--- src/rtl/usbh_report_decoder_multi_pkg.sv ---
// Shared types and constants for the multi-pad HID report decoder.
// Report bit positions, NES button indices, axis state and helpers.
package usbh_report_pkg;

    localparam int RPT_X_LSB = 0;
    localparam int RPT_Y_LSB = 8;
    localparam int RPT_B     = 45;
    localparam int RPT_A     = 46;
    localparam int RPT_RB    = 49;
    localparam int RPT_LT    = 50;
    localparam int RPT_RT    = 51;
    localparam int RPT_SEL   = 52;
    localparam int RPT_START = 53;

    localparam int BTN_A     = 0;
    localparam int BTN_B     = 1;
    localparam int BTN_SEL   = 2;
    localparam int BTN_START = 3;
    localparam int BTN_U     = 4;
    localparam int BTN_D     = 5;
    localparam int BTN_L     = 6;
    localparam int BTN_R     = 7;

    typedef enum logic [1:0] {
        AXIS_MID = 2'd0,
        AXIS_NEG = 2'd1,
        AXIS_POS = 2'd2
    } axis_t;

    // Only the report fields a channel actually consumes.
    typedef struct packed {
        logic [7:0] x;
        logic [7:0] y;
        logic       start;
        logic       sel;
        logic       b;
        logic       a;
        logic       af_b;
        logic       af_a;
    } pad_t;

    // Counter width for a 0..n-1 prescaler.
    function automatic int cnt_w(input int n);
        return (n <= 2) ? 1 : $clog2(n);
    endfunction

    function automatic pad_t pad_decode(input logic [63:0] r);
        pad_t p;
        p.x     = r[RPT_X_LSB +: 8];
        p.y     = r[RPT_Y_LSB +: 8];
        p.start = r[RPT_START];
        p.sel   = r[RPT_SEL];
        p.b     = r[RPT_B];
        p.a     = r[RPT_A];
        p.af_b  = r[RPT_RT];
        p.af_a  = r[RPT_LT] | r[RPT_RB];
        return p;
    endfunction

    function automatic axis_t axis_next(input axis_t st, input logic [7:0] v,
                                        input logic [7:0] neg_set, input logic [7:0] neg_rel,
                                        input logic [7:0] pos_set, input logic [7:0] pos_rel);
        axis_t n;
        case (st)
            AXIS_NEG: n = (v > pos_set) ? AXIS_POS : (v >= neg_rel) ? AXIS_MID : AXIS_NEG;
            AXIS_POS: n = (v < neg_set) ? AXIS_NEG : (v <= pos_rel) ? AXIS_MID : AXIS_POS;
            default:  n = (v < neg_set) ? AXIS_NEG : (v > pos_set) ? AXIS_POS : AXIS_MID;
        endcase
        return n;
    endfunction

endpackage

--- src/rtl/usbh_report_decoder_multi_if.sv ---
// Report stream from the USB host core: one tagged report per valid strobe.
interface usbh_report_decoder_multi_if;
    logic [63:0] i_report;
    logic        i_report_valid;
    logic [1:0]  i_report_ch;

    modport master (output i_report, output i_report_valid, output i_report_ch);
    modport slave  (input  i_report, input  i_report_valid, input  i_report_ch);
endinterface

--- src/rtl/usbh_report_decoder_multi_channel.sv ---
// One player: held buttons, X/Y hysteresis FSMs, latched autofire sources
// and the silence watchdog that clears everything when the pad goes quiet.
module usbh_report_channel
    import usbh_report_pkg::*;
#(
    parameter int C_AXIS_LO    = 64,
    parameter int C_AXIS_HI    = 192,
    parameter int C_HYST       = 16,
    parameter int C_TIMEOUT_MS = 250
) (
    input  logic       clk,
    input  logic       rst,
    input  logic       accept,
    input  logic       tick,
    input  pad_t       pad,
    output logic [7:0] held,
    output logic [1:0] af_src,
    output logic       connected
);
    localparam int              WD_W     = cnt_w(C_TIMEOUT_MS + 1);
    localparam logic [WD_W-1:0] WD_LIMIT = WD_W'(C_TIMEOUT_MS);
    localparam logic [7:0]      NEG_SET  = 8'(C_AXIS_LO);
    localparam logic [7:0]      NEG_REL  = 8'(C_AXIS_LO + C_HYST);
    localparam logic [7:0]      POS_SET  = 8'(C_AXIS_HI);
    localparam logic [7:0]      POS_REL  = 8'(C_AXIS_HI - C_HYST);

    axis_t           ax_x, ax_y, ax_x_nxt, ax_y_nxt;
    logic [3:0]      keys;
    logic [WD_W-1:0] wd;
    logic            expire;

    // A report on the same cycle as the final tick keeps the channel alive.
    assign expire = tick && !accept && (wd != WD_LIMIT) && (wd + WD_W'(1) == WD_LIMIT);

    always_ff @(posedge clk) begin
        if (rst) begin
            ax_x <= AXIS_MID;
            ax_y <= AXIS_MID;
        end else begin
            ax_x <= ax_x_nxt;
            ax_y <= ax_y_nxt;
        end
    end

    always_comb begin
        ax_x_nxt = ax_x;
        ax_y_nxt = ax_y;
        if (accept) begin
            ax_x_nxt = axis_next(ax_x, pad.x, NEG_SET, NEG_REL, POS_SET, POS_REL);
            ax_y_nxt = axis_next(ax_y, pad.y, NEG_SET, NEG_REL, POS_SET, POS_REL);
        end else if (expire) begin
            ax_x_nxt = AXIS_MID;
            ax_y_nxt = AXIS_MID;
        end
    end

    always_comb begin
        held             = '0;
        held[BTN_A]      = keys[0];
        held[BTN_B]      = keys[1];
        held[BTN_SEL]    = keys[2];
        held[BTN_START]  = keys[3];
        held[BTN_U]      = (ax_y == AXIS_NEG);
        held[BTN_D]      = (ax_y == AXIS_POS);
        held[BTN_L]      = (ax_x == AXIS_NEG);
        held[BTN_R]      = (ax_x == AXIS_POS);
    end

    always_ff @(posedge clk) begin
        if (rst) begin
            keys      <= '0;
            af_src    <= '0;
            wd        <= '0;
            connected <= 1'b0;
        end else if (accept) begin
            keys      <= {pad.start, pad.sel, pad.b, pad.a};
            af_src    <= {pad.af_b, pad.af_a};
            wd        <= '0;
            connected <= 1'b1;
        end else if (tick && wd != WD_LIMIT) begin
            wd <= wd + WD_W'(1);
            if (expire) begin
                keys      <= '0;
                af_src    <= '0;
                connected <= 1'b0;
            end
        end
    end

endmodule

--- src/rtl/usbh_report_decoder_multi.sv ---
// Multi-pad HID joystick report decoder producing NES button bytes,
// with shared autofire phase and millisecond tick for the channel watchdogs.
module usbh_report_decoder_multi
    import usbh_report_pkg::*;
#(
    parameter int C_PLAYERS     = 2,
    parameter int C_CLK_HZ      = 6000000,
    parameter int C_AUTOFIRE_HZ = 10,
    parameter int C_AXIS_LO     = 64,
    parameter int C_AXIS_HI     = 192,
    parameter int C_HYST        = 16,
    parameter int C_TIMEOUT_MS  = 250
) (
    input  logic                       i_clk,
    input  logic                       i_reset,
    usbh_report_decoder_multi_if.slave rpt,
    input  logic                       i_autofire_en,
    output logic [8*C_PLAYERS-1:0]     o_btn,
    output logic [C_PLAYERS-1:0]       o_connected
);
    localparam int MS_DIV = (C_CLK_HZ / 1000 > 0) ? C_CLK_HZ / 1000 : 1;
    localparam int AF_DIV = (C_CLK_HZ / (2 * C_AUTOFIRE_HZ) > 0) ? C_CLK_HZ / (2 * C_AUTOFIRE_HZ) : 1;
    localparam int MS_W   = cnt_w(MS_DIV);
    localparam int AF_W   = cnt_w(AF_DIV);
    localparam logic [MS_W-1:0] MS_LAST = MS_W'(MS_DIV - 1);
    localparam logic [AF_W-1:0] AF_LAST = AF_W'(AF_DIV - 1);

    logic [MS_W-1:0]              ms_cnt;
    logic [AF_W-1:0]              af_cnt;
    logic                         ms_tick, af_wrap, phase;
    logic [C_PLAYERS-1:0]         accept;
    logic [C_PLAYERS-1:0][7:0]    held, btn_q;
    logic [C_PLAYERS-1:0][1:0]    af_src;
    pad_t                         pad;
    logic                         unused_rpt;

    assign pad        = pad_decode(rpt.i_report);
    assign unused_rpt = ^{rpt.i_report[63:54], rpt.i_report[48:47], rpt.i_report[44:16]};
    assign ms_tick    = (ms_cnt == MS_LAST);
    assign af_wrap    = (af_cnt == AF_LAST);

    // Both prescalers free-run; autofire enable only gates the output terms.
    always_ff @(posedge i_clk) begin
        if (i_reset) begin
            ms_cnt <= '0;
            af_cnt <= '0;
            phase  <= 1'b0;
        end else begin
            ms_cnt <= ms_tick ? '0 : ms_cnt + MS_W'(1);
            af_cnt <= af_wrap ? '0 : af_cnt + AF_W'(1);
            if (af_wrap) phase <= ~phase;
        end
    end

    for (genvar p = 0; p < C_PLAYERS; p++) begin : g_ch
        // Tags at or above C_PLAYERS match no channel and are dropped.
        assign accept[p] = rpt.i_report_valid && (rpt.i_report_ch == 2'(p));

        usbh_report_channel #(
            .C_AXIS_LO    (C_AXIS_LO),
            .C_AXIS_HI    (C_AXIS_HI),
            .C_HYST       (C_HYST),
            .C_TIMEOUT_MS (C_TIMEOUT_MS)
        ) u_ch (
            .clk       (i_clk),
            .rst       (i_reset),
            .accept    (accept[p]),
            .tick      (ms_tick),
            .pad       (pad),
            .held      (held[p]),
            .af_src    (af_src[p]),
            .connected (o_connected[p])
        );
    end

    always_ff @(posedge i_clk) begin
        if (i_reset) begin
            btn_q <= '0;
        end else begin
            for (int p = 0; p < C_PLAYERS; p++)
                btn_q[p] <= held[p] | {6'b0, af_src[p] & {2{phase & i_autofire_en}}};
        end
    end

    assign o_btn = btn_q;

endmodule

--- src/flat_wrapper.sv ---
// flat-port wrapper written by rule: the top's interface ports become plain ports
module usbh_report_decoder_multi_flat import usbh_report_pkg::*;
#(
    parameter int C_PLAYERS     = 2,
    parameter int C_CLK_HZ      = 6000000,
    parameter int C_AUTOFIRE_HZ = 10,
    parameter int C_AXIS_LO     = 64,
    parameter int C_AXIS_HI     = 192,
    parameter int C_HYST        = 16,
    parameter int C_TIMEOUT_MS  = 250
)
  (i_clk, i_reset, i_autofire_en, o_btn, o_connected, rpt_i_report, rpt_i_report_valid, rpt_i_report_ch);
  usbh_report_decoder_multi_if rpt_i ();
  input  logic i_clk;
  input  logic i_reset;
  input  logic i_autofire_en;
  output logic [8*C_PLAYERS-1:0] o_btn;
  output logic [C_PLAYERS-1:0] o_connected;
  input wire logic [$bits(rpt_i.i_report)-1:0] rpt_i_report;
  input wire logic [$bits(rpt_i.i_report_valid)-1:0] rpt_i_report_valid;
  input wire logic [$bits(rpt_i.i_report_ch)-1:0] rpt_i_report_ch;
  assign rpt_i.i_report = rpt_i_report;
  assign rpt_i.i_report_valid = rpt_i_report_valid;
  assign rpt_i.i_report_ch = rpt_i_report_ch;
  usbh_report_decoder_multi #(.C_PLAYERS(C_PLAYERS), .C_CLK_HZ(C_CLK_HZ), .C_AUTOFIRE_HZ(C_AUTOFIRE_HZ), .C_AXIS_LO(C_AXIS_LO), .C_AXIS_HI(C_AXIS_HI), .C_HYST(C_HYST), .C_TIMEOUT_MS(C_TIMEOUT_MS)) u_core (.i_clk(i_clk), .i_reset(i_reset), .rpt(rpt_i), .i_autofire_en(i_autofire_en), .o_btn(o_btn), .o_connected(o_connected));
endmodule
--- config.mk ---
export PLATFORM = sky130hd
export DESIGN_NAME = usbh_report_decoder_multi_flat
export DESIGN_NICKNAME = d
export VERILOG_FILES = /design/src/rtl/usbh_report_decoder_multi_pkg.sv /design/src/rtl/usbh_report_decoder_multi_if.sv /design/src/rtl/usbh_report_decoder_multi_channel.sv /design/src/rtl/usbh_report_decoder_multi.sv /design/src/flat_wrapper.sv
export SDC_FILE = /design/constraint.sdc
export NUM_CORES = 1
export LEC_CHECK = 0
export CORE_AREA = 2 2 71 124
export CTS_CLUSTER_DIAMETER = 120
export CTS_CLUSTER_SIZE = 12
export DETAILED_ROUTE_END_ITERATION = 10
export DIE_AREA = 0 0 73 126
export PLACE_DENSITY = 0.77
export SLEW_MARGIN = 25
export SYNTH_ARGS = -nofsm -noshare
export SYNTH_HDL_FRONTEND = slang
export SYNTH_SLANG_ARGS = --single-unit
--- constraint.sdc ---
create_clock -name i_clk -period 2.8 [get_ports i_clk]
set_clock_uncertainty 0.15 [all_clocks]
set_input_delay 0.7 -clock i_clk [delete_from_list [all_inputs] [get_ports i_clk]]
set_output_delay 0.7 -clock i_clk [all_outputs]
set_load 0.03 [all_outputs]
==> metrics.log, run 1 <==
INFO  metric top_level_ports = 88
INFO  metric synth_warnings = 0
INFO  metric cts.repair_timing.setup_buffer_count = 0
INFO  metric slew_viol_final = 0
INFO  metric io_buffers = 46
INFO  metric root_buffer_cell = sky130_fd_sc_hd__clkbuf_16
INFO  metric antenna_cells_inserted = 0
INFO  metric initial_core_util = 49.5%
INFO  metric cp-startpoint = u_core.ms_cnt[7]
INFO  metric via_per_inst = 5.61
INFO  metric cp_data_arrival_time = 2.71 ns
INFO  metric critical_path.reg2reg.startpoint = u_core.ms_cnt[7]
INFO  metric synthCells = 470
INFO  metric die_x = 73 microns
INFO  metric vdd.ir_drop.worst = 0.317 mV
INFO  metric maxSlewHeadroom = 53.0%
INFO  metric detailedPlacementHpwl = 6420 microns
INFO  metric fmax = 380 MHz
INFO  metric total_negative_setup_slack = 0 ns
INFO  metric cts-hold-fix-buffers = 0
INFO  metric routed-via-count = 3424
INFO  metric worstMarginPinSlew = 0.699 ns
INFO  metric number_of_antenna_violations_at_the_first_check_in_global_routing = 0
INFO  metric final_hold_vio_count = 0
INFO  metric nets_final = 599
INFO  metric finish.utilization = 59.7%
INFO  metric clk_pin_slew = 0.06 ns
INFO  metric sequential_fraction_of_the_synthesis_area = 42.9%
INFO  metric syn_area_per_cell = 8.64 sq um
INFO  metric synth_nets = 556
INFO  metric drt_pre_antenna_iters = 4
INFO  metric outcome = complete, no violations
INFO  metric fillCellCount = 762
INFO  metric cp.required = 2.88 ns
INFO  metric grt_start_max_net_pins = 25
INFO  metric setup_violations = 0
INFO  metric synth_cell_type_count = 49
INFO  metric crit_path_max_incr_delay = 0.54 ns
INFO  metric tritoncts_clock_tree = yes
INFO  metric cellLeakagePower = 0.00173 uW
INFO  metric cts_buffer_depth = 2
INFO  metric worst_hold_path_type = reg -> reg
INFO  metric synth_flop_cell = sky130_fd_sc_hd__dfxtp_1
INFO  metric flow.area_growth_from_synthesis = 20.6%
INFO  metric dr.first_iter.drc_count = 169
INFO  metric power_density = 538 mW/mm^2
INFO  metric worstSetupPathType = reg -> reg
INFO  metric floorplan.core_area = 0.00820 sq mm
INFO  metric min-delay-start = u_core.g_ch[1].u_ch.keys[3]
INFO  metric worst_skew_pair.late_latency = 0.34 ns
INFO  metric total_drc_errors_in_the_routed_layout = 0
INFO  metric final_min_period_over_clock_period = 94.0%
INFO  metric core.rowCount = 44
INFO  metric numCtsBuffers = 9
INFO  metric final_period_minus_worst_setup_slack = 2.63 ns
INFO  metric synth.cell_area = 0.00406 sq mm
INFO  metric globalRouteTotalUtil = 19.9%
INFO  metric path_max_fanout = 6
INFO  metric drtAntennaViolNets = 0
INFO  metric gr-total-overflow = 0
INFO  metric total_power = 2630 uW
INFO  metric ctsResizeCount = 0
INFO  metric synth-seq-cells = 87
INFO  metric die-area = 0.00920 sq mm
INFO  metric grt_first_pass_wirelength = 14400 microns
INFO  metric worstPathCellList = or4b_1 > or4_4 > or3_1 > o31a_1 > a22o_1
INFO  metric rsz0062_at_grt = false
INFO  metric crit_path_end_kind = flop
INFO  metric grt_pass1_vias = 3351
INFO  metric finalWeightedCongestion = 0.869
INFO  metric proportion_of_register_bits_with_asynchronous_set_or_reset_after_synthesis = 0%
INFO  metric die_height = 126 microns
INFO  metric maxCapViolCount = 0
INFO  metric post_route_cells_drive_above_1_share = 5.41%
INFO  metric synth-edff-count = 0
INFO  metric cp_slowest_cell = sky130_fd_sc_hd__or4b_1
INFO  metric wl_cell = 14.3 microns
INFO  metric total_detailed_routing_wirelength = 8710 microns
INFO  metric worst_setup_path_start_kind = flop
INFO  metric cts_sinks = 87
INFO  metric htree_depth = 3
layout make-up:
| type | count | area (sq um) | area share, % |
|---|---|---|---|
| clock buffers | 9 | 225 | 4.60 |
| clock inverters | 7 | 73.8 | 1.51 |
| inverters | 21 | 78.8 | 1.61 |
| multi-input cells | 342 | 2160 | 44.0 |
| flip-flops and latches | 87 | 1740 | 35.6 |
| well taps | 92 | 115 | 2.35 |
| repair buffers | 52 | 505 | 10.3 |
power by group:
part	switching [uW]	internal (uW)	total (uW)	leakage (uW)
logic	90.4	84.3	175	0.000880
registers	17.3	1260	1280	0.000704
clock network	486	691	1180	0.000145
synth_stat cells, types with 2 or more instances:
master	number	share of area, %
sky130_fd_sc_hd__nor2_1	80	7.4
sky130_fd_sc_hd__nand3b_1	7	1.3
sky130_fd_sc_hd__nor3_1	9	1.1
sky130_fd_sc_hd__a31oi_1	6	0.92
sky130_fd_sc_hd__and3_1	4	0.62
sky130_fd_sc_hd__nand4b_1	2	0.43
sky130_fd_sc_hd__ha_1	16	4.9
sky130_fd_sc_hd__o21ai_0	12	1.5
sky130_fd_sc_hd__dfxtp_1	87	43
sky130_fd_sc_hd__o31ai_1	5	0.92
sky130_fd_sc_hd__nor4_1	7	1.1
sky130_fd_sc_hd__buf_4	2	0.37
sky130_fd_sc_hd__or3_1	3	0.46
sky130_fd_sc_hd__inv_1	21	1.9
sky130_fd_sc_hd__xor2_1	26	5.6
sky130_fd_sc_hd__a31o_2	2	0.43
sky130_fd_sc_hd__or2_2	2	0.31
sky130_fd_sc_hd__a32o_1	7	1.7
sky130_fd_sc_hd__and4_1	3	0.65
sky130_fd_sc_hd__o211ai_1	3	0.55
sky130_fd_sc_hd__o21bai_1	2	0.37
sky130_fd_sc_hd__and3b_1	2	0.43
sky130_fd_sc_hd__nor4b_1	2	0.43
sky130_fd_sc_hd__a311oi_1	2	0.43
sky130_fd_sc_hd__nand2_1	27	2.5
sky130_fd_sc_hd__a211oi_1	3	0.55
sky130_fd_sc_hd__clkbuf_1	18	1.7
sky130_fd_sc_hd__a21oi_1	10	1.2
sky130_fd_sc_hd__nor2b_1	10	1.5
sky130_fd_sc_hd__and2_1	3	0.46
sky130_fd_sc_hd__nand3_1	23	2.8
sky130_fd_sc_hd__nand4_1	13	2.0
sky130_fd_sc_hd__xnor2_1	17	3.7
sky130_fd_sc_hd__nand2b_1	11	1.7
sky130_fd_sc_hd__a22o_1	4	0.86
sky130_fd_sc_hd__o41ai_1	6	1.3
cells by family after synthesis:
kind of cell,Yosys count,synth area share (%)
xor+xnor,43,9.28
fa+ha+maj,16,4.93
mux,1,0.247
flops,87,42.9
buf+inv,41,3.98
simple gates,216,27.0
compound gates,66,11.6
cell usage in the layout (no fill, tap or decap), types with 3 or more instances in the layout:
cell type / Yosys / routed
sky130_fd_sc_hd__nand4_1: 13 / 13
sky130_fd_sc_hd__clkbuf_16: 0 / 9
sky130_fd_sc_hd__a22o_1: 4 / 4
sky130_fd_sc_hd__nor3_1: 9 / 9
sky130_fd_sc_hd__nor2b_1: 10 / 10
sky130_fd_sc_hd__nand3_1: 23 / 23
sky130_fd_sc_hd__o31ai_1: 5 / 5
sky130_fd_sc_hd__ha_1: 16 / 16
sky130_fd_sc_hd__nand2_1: 27 / 27
sky130_fd_sc_hd__nand3b_1: 7 / 7
sky130_fd_sc_hd__clkinv_4: 0 / 3
sky130_fd_sc_hd__nand2b_1: 11 / 11
sky130_fd_sc_hd__o21ai_0: 12 / 12
sky130_fd_sc_hd__xnor2_1: 17 / 17
sky130_fd_sc_hd__nor4_1: 7 / 7
sky130_fd_sc_hd__buf_4: 2 / 6
sky130_fd_sc_hd__o41ai_1: 6 / 6
sky130_fd_sc_hd__and4_1: 3 / 3
sky130_fd_sc_hd__a21oi_1: 10 / 10
sky130_fd_sc_hd__xor2_1: 26 / 26
sky130_fd_sc_hd__a31oi_1: 6 / 6
sky130_fd_sc_hd__and2_1: 3 / 3
sky130_fd_sc_hd__inv_1: 21 / 21
sky130_fd_sc_hd__or3_1: 3 / 3
sky130_fd_sc_hd__dfxtp_1: 87 / 87
sky130_fd_sc_hd__nor2_1: 80 / 80
sky130_fd_sc_hd__clkdlybuf4s50_1: 0 / 46
sky130_fd_sc_hd__a32o_1: 7 / 7
sky130_fd_sc_hd__o211ai_1: 3 / 3
sky130_fd_sc_hd__and3_1: 4 / 4
sky130_fd_sc_hd__a211oi_1: 3 / 3
path summary, 6_finish.rpt:
check	endpoint	slack [ns]	depth (start not counted)
worst max register to register	u_core.g_ch[1].u_ch.ax_y[1]	0.17	5
worst max-delay path	u_core.g_ch[1].u_ch.ax_y[1]	0.17	5
worst min-delay path	u_core.o_btn[11]	0.30	2
worst min register to register	u_core.o_btn[11]	0.30	2
flip-flops by register name (all words and copies together), names as in the netlist:
signal,count
u_core.g_ch.u_ch.ax_x,4
u_core.g_ch.u_ch.ax_y,4
u_core.g_ch.u_ch.wd,16
u_core.ms_cnt,13
u_core.phase,1
u_core.af_cnt,19
u_core.g_ch.u_ch.af_src,4
u_core.g_ch.u_ch.connected,2
u_core.g_ch.u_ch.keys,8
u_core.o_btn,16
critical path, delay by kind of cell, from the launching register on:
family | cells | cell delay, ns
AND/OR/NAND/NOR | 3 | 1.42
AO/OA/AOI/OAI | 2 | 0.66
flip-flops | 1 | 0.31
layer usage:
| metal | global-route usage [%] | part of all wire [%] |
|---|---|---|
| met5 | 0 | 0 |
| met2 | 36.0 | 54 |
| met1 | 19.7 | 38 |
| met3 | 3.60 | 3.3 |
| met4 | 13.5 | 4.8 |
stage by stage:
step           hold slack [ns]  cells  setup slack [ns]  cell area, sq um
4_1_cts                  0.293    610             0.165              4900
5_1_grt                  0.329    610            0.0929              4900
3_3_place_gp             0.276    594             0.215              4600
3_5_place_dp             0.282    594             0.177              4600
2_1_floorplan            0.266    470             0.321              4060
6_report                 0.296    610             0.168              4900
Note: power is estimated with default switching activity, not from simulation.
==> run 2, diff against run 1 <==
- SLEW_MARGIN: 25 -> not set
==> results of run 2 <==
No change in the layout: final DEF, timing and power equal those of run 1.
